**config.mk**
```make
export PLATFORM = sky130hd
export DESIGN_NAME = rab_lookup_arbiter
export DESIGN_NICKNAME = d
export VERILOG_FILES = /design/src/rtl/rab_lookup_arbiter.sv
export SDC_FILE = /design/constraint.sdc
export NUM_CORES = 1
export LEC_CHECK = 0
export ABC_AREA = 1
export CAP_MARGIN = 0
export CORE_MARGIN = 2
export CORE_UTILIZATION = 30
export CTS_BUF_LIST = sky130_fd_sc_hd__clkbuf_8
export CTS_CLUSTER_SIZE = 24
export DETAILED_ROUTE_END_ITERATION = 16
export PLACE_DENSITY = 0.63
export SLEW_MARGIN = 0
export SYNTH_ARGS = -nofsm -noshare
export SYNTH_HDL_FRONTEND = slang
export SYNTH_SLANG_ARGS = --single-unit
```
**constraint.sdc**
```tcl
create_clock -name Clk_CI -period 1.8 [get_ports Clk_CI]
set_input_delay 0.18 -clock Clk_CI [delete_from_list [all_inputs] [get_ports Clk_CI]]
set_output_delay 0.18 -clock Clk_CI [all_outputs]
set_load 0.01 [all_outputs]
```
**src/rtl/rab_lookup_arbiter.sv**
```systemverilog
`default_nettype none
// ============================================================================
//  Module   : rab_lookup_arbiter
//  Purpose  : Round-robin arbiter sharing the single RAB lookup/translation
//             path between two slave-port address channels. One requester is
//             granted per lookup. Further grants are held until the granted
//             port reports done. A watchdog frees the path if done never comes.
//  Ports    : Clk_CI / Rst_RBI        clock, asynchronous active-low reset
//             portN_addr_valid_i/_i   requester valid and address (N = 1, 2)
//             portN_done_i            granted transaction sent / dropped
//             lookup_valid_o          one-cycle strobe, lookup_addr_o/select_o valid
//             lookup_addr_o, select_o address and owner (1 = port1) for lookup
//             portN_grant_o           one-cycle grant pulse
//             busy_o                  lookup path owned (state != IDLE)
//             timeout_o               one-cycle watchdog-expiry pulse
//  Options  : RAB_ARB_PERF_CNT_EN adds perf_clr_i and saturating 32-bit
//             per-port grant counters port1_grant_cnt_o / port2_grant_cnt_o.
//  Revision : 1.0 - initial release
// ============================================================================
module rab_lookup_arbiter #(
   parameter int unsigned AXI_ADDR_WIDTH = 40,
   parameter int unsigned TIMEOUT_CYCLES = 256,
   parameter int unsigned TO_CNT_WIDTH   = 9
) (
   input  logic                      Clk_CI,
   input  logic                      Rst_RBI,
   input  logic                      port1_addr_valid_i,
   input  logic [AXI_ADDR_WIDTH-1:0] port1_addr_i,
   input  logic                      port2_addr_valid_i,
   input  logic [AXI_ADDR_WIDTH-1:0] port2_addr_i,
   input  logic                      port1_done_i,
   input  logic                      port2_done_i,
`ifdef RAB_ARB_PERF_CNT_EN
   input  logic                      perf_clr_i,
   output logic [31:0]               port1_grant_cnt_o,
   output logic [31:0]               port2_grant_cnt_o,
`endif
   output logic                      lookup_valid_o,
   output logic [AXI_ADDR_WIDTH-1:0] lookup_addr_o,
   output logic                      select_o,
   output logic                      port1_grant_o,
   output logic                      port2_grant_o,
   output logic                      busy_o,
   output logic                      timeout_o
);

   typedef enum logic [1:0] {
      S_IDLE      = 2'd0,
      S_LOOKUP    = 2'd1,
      S_WAIT_DONE = 2'd2
   } state_t;

   // Last watchdog count before expiry; unused when the watchdog is disabled.
   localparam logic [TO_CNT_WIDTH-1:0] TO_LAST =
      (TIMEOUT_CYCLES == 0) ? '0 : TO_CNT_WIDTH'(TIMEOUT_CYCLES - 1);
   localparam bit WDOG_EN = (TIMEOUT_CYCLES != 0);

   state_t                    state_q;
   logic                      prio_p1_q;    // 1 = port1 wins a tie
   logic [TO_CNT_WIDTH-1:0]   to_cnt_q;
   logic                      lookup_valid_q;
   logic [AXI_ADDR_WIDTH-1:0] lookup_addr_q;
   logic                      select_q;
   logic                      port1_grant_q;
   logic                      port2_grant_q;
   logic                      busy_q;
   logic                      timeout_q;

   logic                      req_any_d;
   logic                      win_p1_d;
   logic                      granted_done_d;
   logic                      to_hit_d;

   always_comb begin
      req_any_d      = port1_addr_valid_i | port2_addr_valid_i;
      // port1 wins when it is the only requester or holds priority in a tie
      win_p1_d       = port1_addr_valid_i & (~port2_addr_valid_i | prio_p1_q);
      // only the owner's done matters; the other port's done is ignored
      granted_done_d = select_q ? port1_done_i : port2_done_i;
      to_hit_d       = WDOG_EN && (to_cnt_q == TO_LAST);
   end

   always_ff @(posedge Clk_CI or negedge Rst_RBI) begin
      if (!Rst_RBI) begin
         state_q        <= S_IDLE;
         prio_p1_q      <= 1'b1;
         to_cnt_q       <= '0;
         lookup_valid_q <= 1'b0;
         lookup_addr_q  <= '0;
         select_q       <= 1'b0;
         port1_grant_q  <= 1'b0;
         port2_grant_q  <= 1'b0;
         busy_q         <= 1'b0;
         timeout_q      <= 1'b0;
      end else begin
         // pulse outputs default low every cycle
         lookup_valid_q <= 1'b0;
         port1_grant_q  <= 1'b0;
         port2_grant_q  <= 1'b0;
         timeout_q      <= 1'b0;

         case (state_q)
            S_IDLE: begin
               // select/address hold their last values while idle
               if (req_any_d) begin
                  select_q       <= win_p1_d;
                  lookup_addr_q  <= win_p1_d ? port1_addr_i : port2_addr_i;
                  lookup_valid_q <= 1'b1;
                  port1_grant_q  <= win_p1_d;
                  port2_grant_q  <= ~win_p1_d;
                  busy_q         <= 1'b1;
                  state_q        <= S_LOOKUP;
               end
            end

            S_LOOKUP: begin
               prio_p1_q <= ~select_q;   // loser gets next tie
               to_cnt_q  <= '0;
               if (granted_done_d) begin
                  busy_q  <= 1'b0;
                  state_q <= S_IDLE;
               end else begin
                  state_q <= S_WAIT_DONE;
               end
            end

            S_WAIT_DONE: begin
               if (granted_done_d) begin
                  // done wins over a same-cycle watchdog expiry
                  busy_q  <= 1'b0;
                  state_q <= S_IDLE;
               end else if (to_hit_d) begin
                  timeout_q <= 1'b1;
                  busy_q    <= 1'b0;
                  state_q   <= S_IDLE;
               end else if (WDOG_EN) begin
                  to_cnt_q <= to_cnt_q + TO_CNT_WIDTH'(1);
               end
            end

            default: begin
               busy_q  <= 1'b0;
               state_q <= S_IDLE;
            end
         endcase
      end
   end

   assign lookup_valid_o = lookup_valid_q;
   assign lookup_addr_o  = lookup_addr_q;
   assign select_o       = select_q;
   assign port1_grant_o  = port1_grant_q;
   assign port2_grant_o  = port2_grant_q;
   assign busy_o         = busy_q;
   assign timeout_o      = timeout_q;

`ifdef RAB_ARB_PERF_CNT_EN
   logic [31:0] p1_cnt_q;
   logic [31:0] p2_cnt_q;

   // Count grant pulses; clear wins over increment; saturate at all-ones.
   always_ff @(posedge Clk_CI or negedge Rst_RBI) begin
      if (!Rst_RBI) begin
         p1_cnt_q <= '0;
         p2_cnt_q <= '0;
      end else if (perf_clr_i) begin
         p1_cnt_q <= '0;
         p2_cnt_q <= '0;
      end else begin
         if (port1_grant_q && (p1_cnt_q != 32'hFFFF_FFFF))
            p1_cnt_q <= p1_cnt_q + 32'd1;
         if (port2_grant_q && (p2_cnt_q != 32'hFFFF_FFFF))
            p2_cnt_q <= p2_cnt_q + 32'd1;
      end
   end

   assign port1_grant_cnt_o = p1_cnt_q;
   assign port2_grant_cnt_o = p2_cnt_q;
`endif

endmodule
`default_nettype wire

```
==> impl_metrics.json, run 1 <==
{
  "synth.distinct_cells": 23,
  "syn_to_final_growth_pct": 68.7,
  "die-area_mm2": 0.00961,
  "fmax_mhz": 590,
  "crit_slowest_cell": "dfrtp_1",
  "cts.htree.levels": 3,
  "finalCriticalPeriod_ps": 1700,
  "overflow": 0,
  "viasPerCell": 4.66,
  "n_antenna_cell": 0,
  "p_leak_nw": 1.92,
  "cts_root_buffer": "clkbuf_8",
  "place_hpwl_um": 5760,
  "start_util": 0.307,
  "synth_area_leaders": "dfrtp_1 54%, nand2_1 13%, a21oi_1 13%",
  "syn_area_per_cell_um2": 8.19,
  "drive_above_1_share": 0.102,
  "wirelength_um": 8180,
  "antenna_found_initial": 0,
  "cp.required_ps": 2060,
  "hold_viol_final": 0,
  "period_share": 0.942,
  "grt_max_degree": 59,
  "critPathCaptureType": "register",
  "relSlewSlack": 0.748,
  "ys_seq_area_frac": 0.548,
  "wire_per_inst_um": 14.1,
  "path_max_fanout": 7,
  "n_fill_cell": 804,
  "power.density_mw_per_mm2": 1530,
  "io_pins": 132,
  "async_flop_share": 1.00,
  "maxCapViolCount": 0,
  "netlist_instances": 324,
  "grt_pass1_wl_um": 13100,
  "start_kind": "register",
  "setup_viol": 0,
  "final_core_util": 0.518,
  "num_rows": 34,
  "yosysMostFrequentCell": "nand2_1",
  "portBuffers": 131,
  "yosysTopAreaCell": "dfrtp_1",
  "drc_errors": 0,
  "hp-class": "input port to asynchronous set/reset pin",
  "worstMarginPinSlew_ps": 378,
  "synthFlopType": "dfrtp_1",
  "path_cells": "ha_2 -> nand2_2 -> nor2_4 -> nand3_2 -> nor2_1 -> ha_2 -> inv_2 -> nand3_4 -> nand2_2 -> nand2_4 -> nand2_1 -> o21ai_0",
  "synth_top_area_share": 0.538,
  "slew_viol_final": 0,
  "ant_nets": 0,
  "cts_buffers": 9,
  "arrival_ps": 1950,
  "netlist_area_mm2": 0.00265,
  "cts_tree": "yes",
  "outcome": "finished, final reports clean",
  "reg2reg_depth": 12,
  "finClkSkew_ps": 9.77,
  "synth-edff-count": 0,
  "first_pass_iters": 4,
  "yosys_warnings": 0,
  "core_area_mm2": 0.00864,
  "drtIter0Drc": 64,
  "synth_common_cells": "93 x nand2_1, 68 x a21oi_1, 57 x dfrtp_1",
  "clk_pin_slew_ps": 80,
  "gp_congestion": 0.812,
  "vias": 2704,
  "totalPowerFinal_w": 0.00684,
  "grt_usage": 0.171,
  "clockBufferDepth": 2,
  "place_inst": 563,
  "grt_pass1_vias": 2699,
  "cts.sinks": 58,
  "peakVddDrop_uv": 601,
  "critPathKind": "register to register",
  "finalNonFillerCells": 580,
  "max_stage_delay_ps": 360,
  "largest_register_ff_count": 40,
  "die_h_um": 98.0,
  "ys_seq_elements": 58,
  "syn-num-nets": 412,
  "die_w_um": 98.0,
  "nets": 555,
  "clk_latency_ps": 340
}
## per-stage QoR
stage | hold WS (ps) | TNS, ps | area [um2] | setup slack (ps)
2_1_floorplan | -116 | 0 | 2650 | 85.3
3_3_place_gp | 209 | 0 | 4170 | 6.55
3_5_place_dp | 211 | -452 | 4170 | -86.6
4_1_cts | 368 | 0 | 4450 | 1.18
5_1_grt | 384 | -20.2 | 4480 | -15.4
6_report | 371 | 0 | 4480 | 104
## final timing paths
| path | slack, ps | end | start |
|---|---|---|---|
| min in group Clk_CI | 380 | lookup_addr_o[20] | port1_addr_i[20] |
| hold / removal | 370 | lookup_addr_o[20] | Rst_RBI |
| hold reg to reg | 500 | prio_p1_q | prio_p1_q |
| max in group asynchronous | 1100 | prio_p1_q | Rst_RBI |
| setup reg to reg | 100 | to_cnt_q[6] | to_cnt_q[1] |
| setup / recovery | 100 | to_cnt_q[6] | to_cnt_q[1] |
## layout by cell type, fill, tap and decap left out, types with 2 or more instances in the layout
master | netlist | layout
nor2_4 | 1 | 3
nand2_2 | 1 | 3
ha_2 | 0 | 2
inv_2 | 2 | 3
clkbuf_8 | 0 | 10
o21ai_0 | 7 | 5
clkinvlp_4 | 0 | 2
clkdlybuf4s50_1 | 0 | 130
dfrtp_1 | 57 | 57
nor2_1 | 38 | 37
nand2_1 | 93 | 90
a21oi_1 | 68 | 68
nand3_1 | 13 | 11
buf_4 | 4 | 9
bufinv_16 | 0 | 3
buf_12 | 0 | 4
nor3_1 | 2 | 2
o21ai_1 | 1 | 3
inv_1 | 17 | 16
## cell type report
type | count | area [um2] | share of cell area
clock inverter | 6 | 114 | 0.0254
multi-input combinational | 233 | 1090 | 0.245
timing repair buffer | 145 | 1460 | 0.327
sequential | 58 | 1450 | 0.325
tap | 108 | 135 | 0.0302
clock buffer | 10 | 138 | 0.0308
inverter | 20 | 77.6 | 0.0173
## critical path, delay by kind of cell, from the launching register on
family,cells,cell delay [ps]
adders and majority gates,2,390
DFF,1,360
and+or+nand+nor,8,730
AOI/OAI and AO/OA,1,80
buffers and inverters,1,50
## repair_timing
| item | in CTS | in global routing |
|---|---|---|
| resized for setup | 5 | 10 |
| setup endpoints to repair | 9 | 10 |
| hold endpoints to repair | 57 | 0 |
| pin swaps | 2 | 2 |
| hold buffers | 1 | 0 |
| setup buffers | 0 | 0 |
## logic make-up after synthesis
| family | after synthesis | synth area share |
|---|---|---|
| compound gates | 79 | 0.155 |
| buf+inv | 33 | 0.0575 |
| xor+xnor | 1 | 0.00330 |
| fa+ha+maj | 2 | 0.00943 |
| simple gates | 151 | 0.227 |
| flops | 58 | 0.548 |
## power breakdown
part	switching (W)	internal (W)
Combinational	0.00155	0.00160
Clock	0.000552	0.000959
Sequential	0.000312	0.00186
Total	0.00242	0.00442
## layer usage
layer	track usage	vias up	routed length (um)
li1	-	1334	-
met1	0.199	1287	3290
met2	0.298	71	4340
met3	0.0480	12	387
met4	0.0673	0	168
met5	0	-	0
(Power assumes the default switching activity.)
==> run 2, diff against run 1 <==
--- a/config.mk
+++ b/config.mk
@@ -10,6 +10,7 @@
 export CORE_MARGIN = 2
 export CORE_UTILIZATION = 30
 export CTS_BUF_LIST = sky130_fd_sc_hd__clkbuf_8
+export CTS_CLUSTER_DIAMETER = 60
 export CTS_CLUSTER_SIZE = 24
 export DETAILED_ROUTE_END_ITERATION = 16
 export PLACE_DENSITY = 0.63
==> constraint.sdc (replaced) <==
create_clock -name Clk_CI -period 1.5 [get_ports Clk_CI]
set_input_delay 0.15 -clock Clk_CI [delete_from_list [all_inputs] [get_ports Clk_CI]]
set_output_delay 0.15 -clock Clk_CI [all_outputs]
set_load 0.01 [all_outputs]
==> impl_metrics.json, run 2 (same netlist as run 1, synthesis figures left out) <==
{
  "outcome": "finished, violations left",
  "violations": "negative setup slack",
  "fin_tns_setup_ps": -963,
  "n_antenna_cell": 0,
  "setup_viol": 12,
  "drive_above_1_share": 0.150,
  "hold_viol_final": 0,
  "cts.htree.levels": 3,
  "clk_latency_ps": 330,
  "wire_per_inst_um": 13.5,
  "final_common_cell": "clkdlybuf4s50_1",
  "core_area_mm2": 0.00864,
  "hp-class": "input port to asynchronous set/reset pin",
  "max_stage_delay_ps": 350,
  "crit_top_cell": "nand2_4",
  "antenna_found_initial": 0,
  "power.density_mw_per_mm2": 1720,
  "finClkSkew_ps": 7.33,
  "grt_pass1_wl_um": 12900,
  "wirelength_um": 8120,
  "critPathKind": "register to register",
  "grt_usage": 0.168,
  "critPathTopFamily": "simple AND/OR/NAND/NOR gates",
  "path_max_fanout": 7,
  "start_util": 0.307,
  "die_w_um": 98.0,
  "start_kind": "register",
  "relSlewSlack": 0.716,
  "rsz0062_at_grt": "true",
  "path_cells": "ha_2 -> nand2_4 -> nor2_4 -> nand3_2 -> nor2_1 -> ha_2 -> inv_2 -> nand3_4 -> nand2_4 -> nand2_4 -> nand2_1 -> o21ai_1",
  "place_inst": 575,
  "arrival_ps": 1860,
  "slew_viol_final": 0,
  "final_core_util": 0.534,
  "overflow": 0,
  "fmax_mhz": 623,
  "vias": 2747,
  "critPathCaptureType": "register",
  "clockBufferDepth": 2,
  "p_leak_nw": 2.03,
  "syn_to_final_growth_pct": 73.8,
  "clk_pin_slew_ps": 70,
  "crit_slowest_cell": "dfrtp_1",
  "grt_use_met1": 0.209,
  "nets": 577,
  "first_pass_iters": 4,
  "grt_max_degree": 34,
  "die-area_mm2": 0.00961,
  "drtIter0Drc": 106,
  "layout_setup_ws_ps": -105,
  "grt_pass1_vias": 2813,
  "place_ws_ps": -168,
  "io_pins": 132,
  "die_h_um": 98.0,
  "viasPerCell": 4.57,
  "grtUsageMet2": 0.271,
  "final_cell_mix": "130 x clkdlybuf4s50_1, 87 x nand2_1, 68 x a21oi_1",
  "cts_tree": "yes",
  "peakVddDrop_uv": 821,
  "period_share": 1.07,
  "finalNonFillerCells": 601,
  "n_fill_cell": 814,
  "worstMarginPinSlew_ps": 426,
  "grt_busiest_layer": "met2",
  "gp_congestion": 0.768,
  "finalCriticalPeriod_ps": 1610,
  "drc_errors": 0,
  "cp.required_ps": 1760,
  "cts_root_buffer": "clkbuf_8",
  "crit_buf_inv": 1,
  "cts_buffers": 9,
  "maxCapViolCount": 0,
  "ant_nets": 0,
  "cts.sinks": 58,
  "portBuffers": 131,
  "num_rows": 34,
  "largest_register_ff_count": 40,
  "met3_usage": 0.0415,
  "place_hpwl_um": 5670
}
run 2: worst register-to-register path: stages, from the launching register on:
cell and delay (ps):
dfrtp_1 350, ha_2 210, nand2_4 60, nor2_4 90, nand3_2 80, nor2_1 100, ha_2 190, inv_2 50
nand3_4 80, nand2_4 70, nand2_4 130, nand2_1 60, o21ai_1 70
run 2: final timing paths:
check,startpoint,endpoint,slack (ps),depth (start not counted)
setup / recovery,to_cnt_q[0],to_cnt_q[4],-110,12
hold / removal,Rst_RBI,lookup_addr_o[4],340,3
setup reg to reg,to_cnt_q[0],to_cnt_q[4],-110,12
hold reg to reg,lookup_addr_o[4],lookup_addr_o[4],500,2
max in group asynchronous,Rst_RBI,prio_p1_q,780,3
min in group Clk_CI,port1_addr_i[25],lookup_addr_o[25],370,3
run 2: repair_timing:
action | in CTS | in global routing
endpoints found under the setup margin | 12 | 15
pin swaps | 7 | 4
endpoints found under the hold margin | 57 | 0
cloned | 0 | 1
resized for setup | 4 | 10
hold buffers | 1 | 0
setup buffers | 6 | 4
run 2: layout make-up:
cell class	instances	area, um2	area share
clock buffer	10	138	0.0299
multi-input combinational	233	1130	0.245
clock inverter	5	47.5	0.0103
timing repair buffer	167	1630	0.353
tap	108	135	0.0293
inverter	20	80.1	0.0174
sequential	58	1450	0.315
run 2: power breakdown:
group	switching [W]	total, W	internal (W)	leakage [nW]
Sequential	0.000365	0.00260	0.00224	0.694
Clock	0.000593	0.00138	0.000785	0.105
Combinational	0.00191	0.00395	0.00204	1.23
run 2: per-stage QoR:
stage | area [um2] | hold WS, ps | total power [W]
after floorplan | 2700 | -146 | 0.00442
after global placement | 4280 | 171 | 0.00644
after detailed placement | 4280 | 179 | 0.00648
after CTS | 4520 | 348 | 0.00793
after global routing | 4610 | 364 | 0.00853
final | 4610 | 344 | 0.00793
run 2: routing by layer:
| layer | part of all wire | up-vias |
|---|---|---|
| li1 | - | 1380 |
| met1 | 0.45 | 1268 |
| met4 | 0.022 | 0 |
| met5 | 0 | - |
| met3 | 0.054 | 12 |
| met2 | 0.47 | 87 |
